<file path="src/rtl/result_drain.sv">
// Buffers one MAT_DIM x MAT_DIM result matrix from the final-data stage and
// drains it row-major over valid/ready, tagging each beat with its row/column.
module result_drain #(
    parameter int unsigned DATA_WIDTH = 8,
    parameter int unsigned MAT_DIM    = 2,
    localparam int unsigned IDXW      = (MAT_DIM > 1) ? $clog2(MAT_DIM) : 1
) (
    input  logic                  clk,
    input  logic                  reset,
    input  logic                  in_valid,
    output logic                  in_ready,
    input  logic [DATA_WIDTH-1:0] in_data,
    input  logic                  in_invalid,
    output logic                  out_valid,
    input  logic                  out_ready,
    output logic [DATA_WIDTH-1:0] out_data,
    output logic [IDXW-1:0]       out_row,
    output logic [IDXW-1:0]       out_col,
    output logic                  out_last,
    output logic                  out_elem_invalid,
    output logic                  matrix_invalid,
    output logic                  busy
);

    localparam int unsigned NUM          = MAT_DIM * MAT_DIM;
    localparam int unsigned PW           = (NUM > 1) ? $clog2(NUM) : 1;
    localparam logic [PW-1:0] LAST_IDX   = PW'(NUM - 1);

    typedef enum logic [1:0] {
        IDLE,
        CAPTURE,
        DRAIN
    } state_t;

    typedef struct packed {
        logic                  invalid;
        logic [DATA_WIDTH-1:0] data;
    } entry_t;

    state_t        state;
    state_t        state_next;
    entry_t        buffer [NUM];
    logic [PW-1:0] wr_idx;
    logic [PW-1:0] rd_idx;
    logic          mat_inv;
    logic          in_xfer;
    logic          out_xfer;
    logic          draining;

    // State register
    always_ff @(posedge clk) begin
        if (reset) begin
            state <= IDLE;
        end else begin
            state <= state_next;
        end
    end

    // Next-state and handshake decode; ready/valid depend only on state
    always_comb begin
        state_next = state;
        in_ready   = 1'b0;
        out_valid  = 1'b0;
        case (state)
            IDLE: begin
                in_ready = 1'b1;
                if (in_valid) begin
                    state_next = (NUM == 1) ? DRAIN : CAPTURE;
                end
            end
            CAPTURE: begin
                in_ready = 1'b1;
                if (in_valid && (wr_idx == LAST_IDX)) begin
                    state_next = DRAIN;
                end
            end
            DRAIN: begin
                out_valid = 1'b1;
                if (out_ready && (rd_idx == LAST_IDX)) begin
                    state_next = IDLE;
                end
            end
            default: begin
                state_next = IDLE;
            end
        endcase
    end

    assign in_xfer  = in_valid & in_ready;
    assign out_xfer = out_valid & out_ready;

    // Buffer, pointers and sticky matrix invalid flag
    always_ff @(posedge clk) begin
        if (reset) begin
            wr_idx  <= '0;
            rd_idx  <= '0;
            mat_inv <= 1'b0;
            for (int unsigned i = 0; i < NUM; i++) begin
                buffer[i] <= '0;
            end
        end else begin
            if (in_xfer) begin
                buffer[wr_idx] <= '{invalid: in_invalid, data: in_data};
                mat_inv        <= (state == IDLE) ? in_invalid : (mat_inv | in_invalid);
                if (wr_idx == LAST_IDX) begin
                    wr_idx <= '0;
                    rd_idx <= '0;
                end else begin
                    wr_idx <= wr_idx + PW'(1);
                end
            end
            if (out_xfer) begin
                rd_idx <= (rd_idx == LAST_IDX) ? '0 : rd_idx + PW'(1);
            end
        end
    end

    // Beat payload is only presented while draining; zero otherwise
    assign draining = (state == DRAIN);

    always_comb begin
        out_data         = '0;
        out_elem_invalid = 1'b0;
        out_row          = '0;
        out_col          = '0;
        out_last         = 1'b0;
        if (draining) begin
            out_data         = buffer[rd_idx].data;
            out_elem_invalid = buffer[rd_idx].invalid;
            out_row          = IDXW'(32'(rd_idx) / MAT_DIM);
            out_col          = IDXW'(32'(rd_idx) % MAT_DIM);
            out_last         = (rd_idx == LAST_IDX);
        end
    end

    assign matrix_invalid = mat_inv;
    assign busy           = (state != IDLE);

endmodule

</file>
<file path="config.mk">
export PLATFORM = sky130hd
export DESIGN_NAME = result_drain
export DESIGN_NICKNAME = d
export VERILOG_FILES = /design/src/rtl/result_drain.sv
export SDC_FILE = /design/constraint.sdc
export NUM_CORES = 1
export LEC_CHECK = 0
export BUFFER_PORTS_ARGS = -buffer_cell sky130_fd_sc_hd__buf_2
export CAP_MARGIN = 30
export CORE_MARGIN = 10
export CORE_UTILIZATION = 60
export CTS_CLUSTER_DIAMETER = 30
export DETAILED_ROUTE_END_ITERATION = 8
export PLACE_DENSITY = 0.83
export SLEW_MARGIN = 20
export SYNTH_ARGS = -nofsm -noshare
export SYNTH_HDL_FRONTEND = slang
export SYNTH_SLANG_ARGS = --single-unit
</file>
<file path="constraint.sdc">
create_clock -name clk -period 2.9 [get_ports clk]
set_clock_uncertainty 0.2 [all_clocks]
set_input_delay 0.58 -clock clk [delete_from_list [all_inputs] [get_ports clk]]
set_output_delay 0.58 -clock clk [all_outputs]
set_load 0.05 [all_outputs]
</file>
==> impl_metrics.tcl, run 1 <==
set metrics [dict create \
    run_status "finished, final reports clean" \
    synthCells 146 \
    rsz0062_at_grt "no" \
    switching_share_pct 23.2 \
    drtPass1Iterations 4 \
    worstPathArrival_ns 1.86 \
    avgSynthCellArea_um2 14.2 \
    clk_path_buf_depth 2 \
    crit_family "multiplexers" \
    power_frac_seq_pct 66.4 \
    core_area_um2 3340 \
    crit_path_cell_trace "buf_4 -> mux4_2 -> and2_1 -> buf_2" \
    start_kind "register" \
    wl_per_cell_um 17.6 \
    final-seq-area_um2 1260 \
    antenna_found_initial 0 \
    crit_type "register to primary output" \
    fin_nets 194 \
    layout_commonest_cell "and2_1" \
    min_path_type "register to register" \
    p_sw_mw 0.262 \
    period_share_pct 91.2 \
    final_antenna_net_count 0 \
    fill_cells 264 \
    hold_violations 0 \
    yosysTopAreaCellShare_pct 52.2 \
    post-cts-setup-buffers 0 \
    max_stage_delay_ns 0.51 \
    yosys_warnings 0 \
    dieArea_um2 6200 \
    routabilityCongestion 0.792 \
    area_growth_pct 12.0 \
    final_cell_mix "and2_1 (47), edfxtp_1 (36), buf_2 (28)" \
    synth_nets 161 \
    combPwrFrac_pct 8.4 \
    drv_cap 0 \
    place_ws_ns 0.254 \
    cts_root_buf "clkbuf_4" \
    cts_num_sinks 45 \
    fin_crit_ns 2.64 \
    crit_path_end_kind "primary output" \
    synth_area_leader_cell "edfxtp_1" \
    numCtsBuffers 5 \
    total_power_mw 1.13 \
    place_inst 218 \
    setup_viol_count_final 0 \
    grtUsageTotal_pct 13.9 \
    vias 1230 \
    max_freq_mhz 378 \
    grt_pass1_vias 1359 \
    maxSlewViolCount 0 \
    final_area_um2 2320 \
    worstMarginPinSlew_ns 0.470 \
    synth_seq_area_share_pct 60.9 \
    grt_max_degree 15 \
    grt_pass1_wl_um 6640 \
    num_io_pins 29 \
    post_dp_cell_area_um2 2260 \
    leakage_nw 0.927 \
    port_buffers 28 \
    drive_gt1_share_pct 31.7 \
    gr-total-overflow 0 \
    fin_util_pct 69.4 \
    die_height_um 78.7 \
    cts_tree "built" \
    synth_cell_type_count 31 \
    synth_seq_cells 45 \
    clkLatencyLatePin_ns 0.35 \
    wirelength_um 3970 \
    start_util_pct 62.0 \
    worstPathMaxFanout 5 \
    critPathBufInv 2 \
    layout_setup_ws_ns 0.257 \
    p_per_area_nw_per_um2 488 \
    multi_input_area_um2 763 \
    max-vdd-ir-drop_v 0.000293 \
    placementRows 21 \
    drc 0 \
    htreeDepth 2 \
    clkTransAtPathRegs_ns 0.13 \
    slew_headroom_pct 68.7 \
    drt_iter0_drc 115 \
    netlist_area_um2 2070 \
    dpl.hpwl_um 2970 \
    cp_slowest_cell "mux4_2" \
    cp.required_ns 2.12 \
    synth_area_leaders "edfxtp_1 (52%), and2_1 (14%), mux4_2 (9.8%), dfxtp_1 (8.7%), ha_1 (1.2%)" \
    p_clk_share_pct 25.2 \
    fin_setup_tns_ns 0 \
    stdcell_count 226 \
    p_int_mw 0.869 \
    die_w_um 78.7 \
    antenna_cells 0 \
    avgViaCountPerCell 5.44 \
    hold_ws_ns 0.289 \
]
[synthesized netlist by cell type]
cell type / instances
and3b_1: 2
nor4_4: 1
a31o_2: 1
and2_2: 1
a21oi_1: 4
mux4_2: 9
nand2_1: 1
or2b_1: 1
and2_1: 47
clkbuf_1: 2
or2_1: 1
edfxtp_1: 36
inv_1: 1
a211o_1: 1
buf_2: 2
clkbuf_2: 1
buf_6: 1
or3_1: 1
nor2_1: 3
nor3_1: 1
buf_4: 1
dfxtp_1: 9
nand3b_1: 2
nor3b_2: 1
mux2i_1: 2
ha_1: 2
nand3_1: 5
nor2b_1: 1
and2b_4: 1
o21ai_0: 2
or2_2: 3
[sequential cells by signal, indices dropped and copies added, names as in the netlist, named ones only]
signal	cells
wr_idx	2
rd_idx	2
matrix_invalid	1
buffer	36
state	2
[final timing paths]
path	end	slack [ns]	startpoint	cells past startpoint
max	out_data[7]	0.26	register	4
min	matrix_invalid	0.29	matrix_invalid	2
max reg2reg	buffer[1][3]	0.63	state[1]	3
min reg2reg	matrix_invalid	0.29	matrix_invalid	2
[power groups by stage]
stage               Clock, mW  Combinational (mW)  Sequential, mW
global placement            0              0.0918           0.763
floorplan                   0              0.0617           0.762
detailed placement          0              0.0963           0.766
finish                  0.286              0.0950           0.751
global route            0.320               0.105           0.755
CTS                     0.289              0.0963           0.751
[per-layer routing]
layer	vias to the layer above	part of all wire, %	routed length [um]	track usage (%)
met5	-	0	0	0
li1	592	-	-	-
met1	608	38	1490	14.2
met3	6	5.1	202	4.73
met2	24	56	2230	25.8
met4	0	1.3	50	4.30
[cells by family after synthesis]
group	share of synthesized area, %
flops	60.9
fa+ha+maj	1.21
compound gates	2.30
simple gates	22.6
buf+inv	2.18
mux	10.8
[worst reg2reg max path: stages (launching register included)]
cell,delay (ns)
dfxtp_1,0.40
nor3b_2,0.42
and3b_1,0.45
or2_1,0.46
[area by class of cell]
class / instances / area share, %
flip-flops and latches: 45 / 54.5
multi-input cells: 93 / 32.9
repair buffers: 33 / 7.67
well taps: 46 / 2.48
clock buffers: 6 / 1.78
clock inverters: 2 / 0.486
inverters: 1 / 0.162
[repair_timing]
item / 4_1_cts / 5_1_grt
hold buffers: 0 / 0
gates resized for setup: 0 / 1
endpoints found under the setup margin: 0 / 1
(Power assumes the default switching activity.)
==> inputs of run 2 (changes only) <==
- ABC_AREA: default -> 1
- REMOVE_ABC_BUFFERS: default -> 1
==> run 2 against run 1 <==
Compared with the run above: synthesized cell count grew 67%; critical endpoint unchanged; worst hold slack lost 0.027 ns; clock power is 7.0% higher; synthesized area up 5.4%.
==> impl_metrics.tcl, run 2 <==
set metrics [dict create \
    run_status "finished, final reports clean" \
    min_path_type "primary input to register" \
    worstReg2RegStart "state[1]" \
    worstSetupEndpoint "out_data[7]" \
    max_freq_mhz 396 \
    antenna_found_initial 0 \
    fin_nets 291 \
    dieArea_um2 6450 \
    port_buffers 28 \
    die_height_um 80.3 \
    htreeDepth 2 \
    place_inst 315 \
    reg2regPathDepth 5 \
    wl_per_cell_um 12.8 \
    drt_iter0_drc 148 \
    clkTransAtPathRegs_ns 0.12 \
    crit_type "register to primary output" \
    netlist_area_um2 2180 \
    slew_headroom_pct 71.2 \
    worstMarginPinSlew_ns 0.432 \
    clkLatencyLatePin_ns 0.35 \
    stdcell_count 323 \
    avgViaCountPerCell 4.91 \
    cp_slowest_cell "dfxtp_1" \
    start_kind "register" \
    grt_pass1_vias 1597 \
    drive_gt1_share_pct 21.7 \
    final_antenna_net_count 0 \
    synth_mux_area_share_pct 0 \
    antenna_cells 0 \
    layout_commonest_cell "nand2_1" \
    async_flop_share_pct 0 \
    yosys.area_share.xor_xnor_pct 0 \
    cp.required_ns 2.12 \
    grtUsageTotal_pct 14.0 \
    setup_viol_count_final 0 \
    routabilityCongestion 0.765 \
    r2r_end "buffer[0][2]" \
    post-cts-setup-buffers 0 \
    synth_flop_cell "edfxtp_1" \
    drv_cap 0 \
    largest_reg_flops 36 \
    grt_pass1_wl_um 7040 \
    synth_area_leader_cell "edfxtp_1" \
    max-vdd-ir-drop_v 0.000296 \
    p_per_area_nw_per_um2 478 \
    period_share_pct 87.0 \
    final_cell_mix "nand2_1 (72), nor2_1 (37), edfxtp_1 (36)" \
    num_io_pins 29 \
    leakage_nw 1.15 \
    cts_tree "built" \
    post_cts_resized 0 \
    final_area_um2 2420 \
    synth_seq_cells 45 \
    placementRows 21 \
    total_power_mw 1.16 \
    synth_seq_area_share_pct 57.8 \
    grt_max_degree 19 \
    rsz0062_at_grt "no" \
    cts_root_buf "clkbuf_4" \
    hold_ws_ns 0.262 \
    netlist_top_cells_count "nand2_1 (72), nor2_1 (37), edfxtp_1 (36), inv_1 (35), nand3_1 (16)" \
    crit_path_cell_trace "inv_4 -> nor2_4 -> inv_2 -> a21oi_1 -> buf_2" \
    fin_crit_ns 2.52 \
    start_util_pct 63.8 \
    setup.worst_path.start "state[1]" \
    dpl.hpwl_um 2990 \
    avgSynthCellArea_um2 8.94 \
    synth_area_leaders "edfxtp_1 (50%), nand2_1 (12%), dfxtp_1 (8.3%), nor2_1 (6.4%), inv_1 (6.0%)" \
    synth-edff-count 36 \
    core_area_um2 3420 \
    regMostFlops "buffer" \
    maxSlewViolCount 0 \
    synth_fa_ha_area_share_pct 1.15 \
    clk_path_buf_depth 2 \
    ctsHoldBuffers 0 \
    synth_compound_area_share_pct 4.70 \
    yosys_warnings 0 \
    max_stage_delay_ns 0.56 \
    numCtsBuffers 5 \
    drc 0 \
    wirelength_um 4140 \
    fin_setup_tns_ns 0 \
    yosysTopAreaCellShare_pct 49.6 \
    worstPathArrival_ns 1.74 \
    synth_cell_type_count 22 \
    gr-total-overflow 0 \
    synth_most_common_cell "nand2_1" \
    crit_path_end_kind "primary output" \
    area_growth_pct 11.0 \
    synth_top_family_by_area "simple AND/OR/NAND/NOR gates" \
    hold_violations 0 \
    synthCells 244 \
    post_dp_cell_area_um2 2360 \
    die_w_um 80.3 \
    vias 1586 \
    drtPass1Iterations 4 \
    worstPathMaxFanout 12 \
    rrSetupSlack_ns 0.97 \
    cts_num_sinks 45 \
    synth-simple-area-share_pct 27.6 \
]
==> run 2: cell types whose count changed after synthesis, sizes merged, moves of 3 or more <==
cell,previous run,this run
clkbuf,3,0
or2,4,0
nand3,5,17
a21oi,4,13
and2,48,0
nand2,1,75
nor2,3,43
inv,1,40
mux4,9,0
==> run 2: final cells by class <==
cell class	count	area, um2
timing repair buffer	30	155
fill	290	996
sequential	45	1260
multi-input combinational	153	729
clock buffer	6	51.3
clock inverter	2	8.76
tap	46	57.6
inverter	41	156
==> run 2: layer usage <==
layer / global-route usage (%) / vias up / share of wire [%]
met5: 0 / - / 0
li1: - / 826 / -
met2: 25.0 / 41 / 52
met4: 7.04 / 0 / 0.77
met3: 3.67 / 4 / 8.3
met1: 14.9 / 715 / 39
==> run 2: kinds of logic after synthesis <==
| group | after synthesis |
|---|---|
| adder cells (fa/ha/maj) | 2 |
| buffers and inverters | 46 |
| flip-flops | 45 |
| AO/OA/AOI/OAI | 15 |
| AND/OR/NAND/NOR | 136 |
==> run 2: worst max-delay path, delay by kind of cell, from the launching register on <==
| family | cells | cell delay (ns) |
|---|---|---|
| simple gates | 1 | 0.13 |
| buf+inv | 3 | 0.52 |
| compound gates | 1 | 0.17 |
| flops | 1 | 0.56 |
==> run 2: worst min path at each step <==
stage,startpoint,to,slack [ns],cells after the start
2_1_floorplan,rd_idx[1],register,0.28,2
3_3_place_gp,matrix_invalid,matrix_invalid,0.26,2
3_5_place_dp,matrix_invalid,matrix_invalid,0.26,2
4_1_cts,in_invalid,matrix_invalid,0.25,3
5_1_grt,in_invalid,matrix_invalid,0.26,3
6_report,in_invalid,matrix_invalid,0.26,3
==> run 2: through the flow <==
stage / worst slack [ns] / utilization, %
floorplan: 0.138 / -
global placement: 0.719 / 69.1
detailed placement: 0.671 / 69.1
CTS: 0.370 / 70.8
global route: 0.272 / 70.8
finish: 0.377 / 70.8
==> run 2: power by group <==
part           switching (mW)  internal [mW]
combinational          0.0730         0.0294
sequential             0.0147          0.734
clock                   0.192          0.114
total                   0.279          0.878
==> inputs of run 3 (changes only) <==
- CORE_ASPECT_RATIO: default -> 2
==> run 3 against run 2 <==
Compared with the run above: core utilization is 1.6 points lower; sequential power about the same; setup slack gained 0.022 ns; sequential cell count stayed put; fmax increased by 0.89%; largest cell class unchanged.
==> impl_metrics.tcl, run 3 (synthesis results as in run 2) <==
set metrics [dict create \
    run_status "finished, final reports clean" \
    avgViaCountPerCell 5.15 \
    wl_per_cell_um 14.9 \
    reg2regPathDepth 5 \
    switching_share_pct 22.8 \
    fin_crit_ns 2.50 \
    hold_start "matrix_invalid" \
    start_kind "register" \
    cts_num_sinks 45 \
    area_growth_pct 13.3 \
    setup_viol_count_final 0 \
    place_ws_ns 0.723 \
    layout_setup_ws_ns 0.399 \
    worstReg2RegStart "state[1]" \
    gr-total-overflow 0 \
    grtUsageTotal_pct 15.5 \
    num_io_pins 29 \
    p_sw_mw 0.300 \
    htreeDepth 2 \
    worstSetupEndpoint "out_elem_invalid" \
    rrSetupSlack_ns 1.01 \
    grt_max_degree 19 \
    crit_type "register to primary output" \
    worstMarginPinSlew_ns 0.443 \
    numCtsBuffers 5 \
    fin_setup_tns_ns 0 \
    cts_tree "built" \
    wirelength_um 4870 \
    crit_path_end_kind "primary output" \
    p_int_mw 1.02 \
    final-seq-area_um2 1260 \
    grt_pass1_vias 1820 \
    r2r_end "buffer[0][6]" \
    drtPass1Iterations 4 \
    drive_gt1_share_pct 21.3 \
    clk_path_buf_depth 2 \
    post_cts_resized 0 \
    dpl.hpwl_um 3680 \
    antenna_found_initial 0 \
    cp.required_ns 2.12 \
    grt_pass1_wl_um 8160 \
    die_w_um 62.6 \
    die_height_um 105 \
    core_area_um2 3570 \
    vias 1678 \
    final_antenna_net_count 0 \
    port_buffers 28 \
    drc 0 \
    p_clk_share_pct 35.1 \
    slew_headroom_pct 70.4 \
    rsz0062_at_grt "no" \
    dieArea_um2 6590 \
    final_cell_mix "nand2_1 (72), nor2_1 (37), edfxtp_1 (36)" \
    power_frac_seq_pct 56.9 \
    largest_reg_flops 36 \
    cts_root_buf "clkbuf_8" \
    worstPathArrival_ns 1.72 \
    maxSlewViolCount 0 \
    clkLatencyLatePin_ns 0.29 \
    p_per_area_nw_per_um2 534 \
    drt_iter0_drc 75 \
    drv_cap 0 \
    max_freq_mhz 400 \
    regMostFlops "buffer" \
    min_path_type "register to register" \
    multi_input_area_um2 729 \
    setup.worst_path.start "state[1]" \
    post-cts-setup-buffers 0 \
    routabilityCongestion 0.809 \
    placementRows 31 \
    leakage_nw 1.16 \
    worstPathMaxFanout 12 \
    ctsHoldBuffers 0 \
    combPwrFrac_pct 8.0 \
    layout_commonest_cell "nand2_1" \
    fill_cells 308 \
    hold_violations 0 \
    clkTransAtPathRegs_ns 0.08 \
    period_share_pct 86.2 \
    start_util_pct 61.1 \
    antenna_cells 0 \
    fin_nets 291 \
    max-vdd-ir-drop_v 0.000477 \
]
run 3: cell types whose count changed in the layout (fill, tap and decap cells not counted), sizes merged:
cell,previous run,this run
bufinv,0,1
clkinv,3,2
run 3: per-layer routing:
layer / GRT usage (%) / share of wire (%)
met1: 13.7 / 31
met2: 30.3 / 58
met3: 2.97 / 6.1
met4: 10.1 / 4.9
met5: 0 / 0
run 3: final cells by class:
cell class / count / share of cell area (%)
inverters: 41 / 6.33
well taps: 49 / 2.48
clock buffers: 6 / 2.94
multi-input cells: 153 / 29.5
repair buffers: 30 / 6.28
clock inverters: 2 / 1.37
flip-flops and latches: 45 / 51.1
run 3: how the worst min path moves through the flow:
stage / end / slack (ns) / cells past startpoint
floorplan: register / 0.28 / 2
global placement: matrix_invalid / 0.31 / 2
detailed placement: matrix_invalid / 0.30 / 2
CTS: matrix_invalid / 0.32 / 2
global route: matrix_invalid / 0.33 / 2
finish: matrix_invalid / 0.31 / 2
run 3: metrics by stage:
stage / util (%) / hold WS, ns / std cells / area (um2) / power, mW
CTS: 69.2 / 0.315 / 326 / 2470 / 1.31
floorplan: - / 0.281 / 239 / 2150 / 0.833
global route: 69.2 / 0.331 / 326 / 2470 / 1.36
finish: 69.2 / 0.315 / 326 / 2470 / 1.32
global placement: 66.2 / 0.312 / 318 / 2360 / 0.868
detailed placement: 66.2 / 0.302 / 318 / 2360 / 0.871
run 3: critical path, cell delays in order, from the launching register on:
cell,delay (ns)
dfxtp_1,0.54
inv_4,0.08
nor2_4,0.12
inv_2,0.17
a21oi_1,0.21
buf_2,0.30
run 3: power by group through the flow:
stage,clock (mW),sequential (mW),combinational [mW]
finish,0.462,0.750,0.106
global route,0.485,0.753,0.120
CTS,0.454,0.750,0.106
detailed placement,0,0.765,0.106
global placement,0,0.765,0.102
floorplan,0,0.763,0.0702
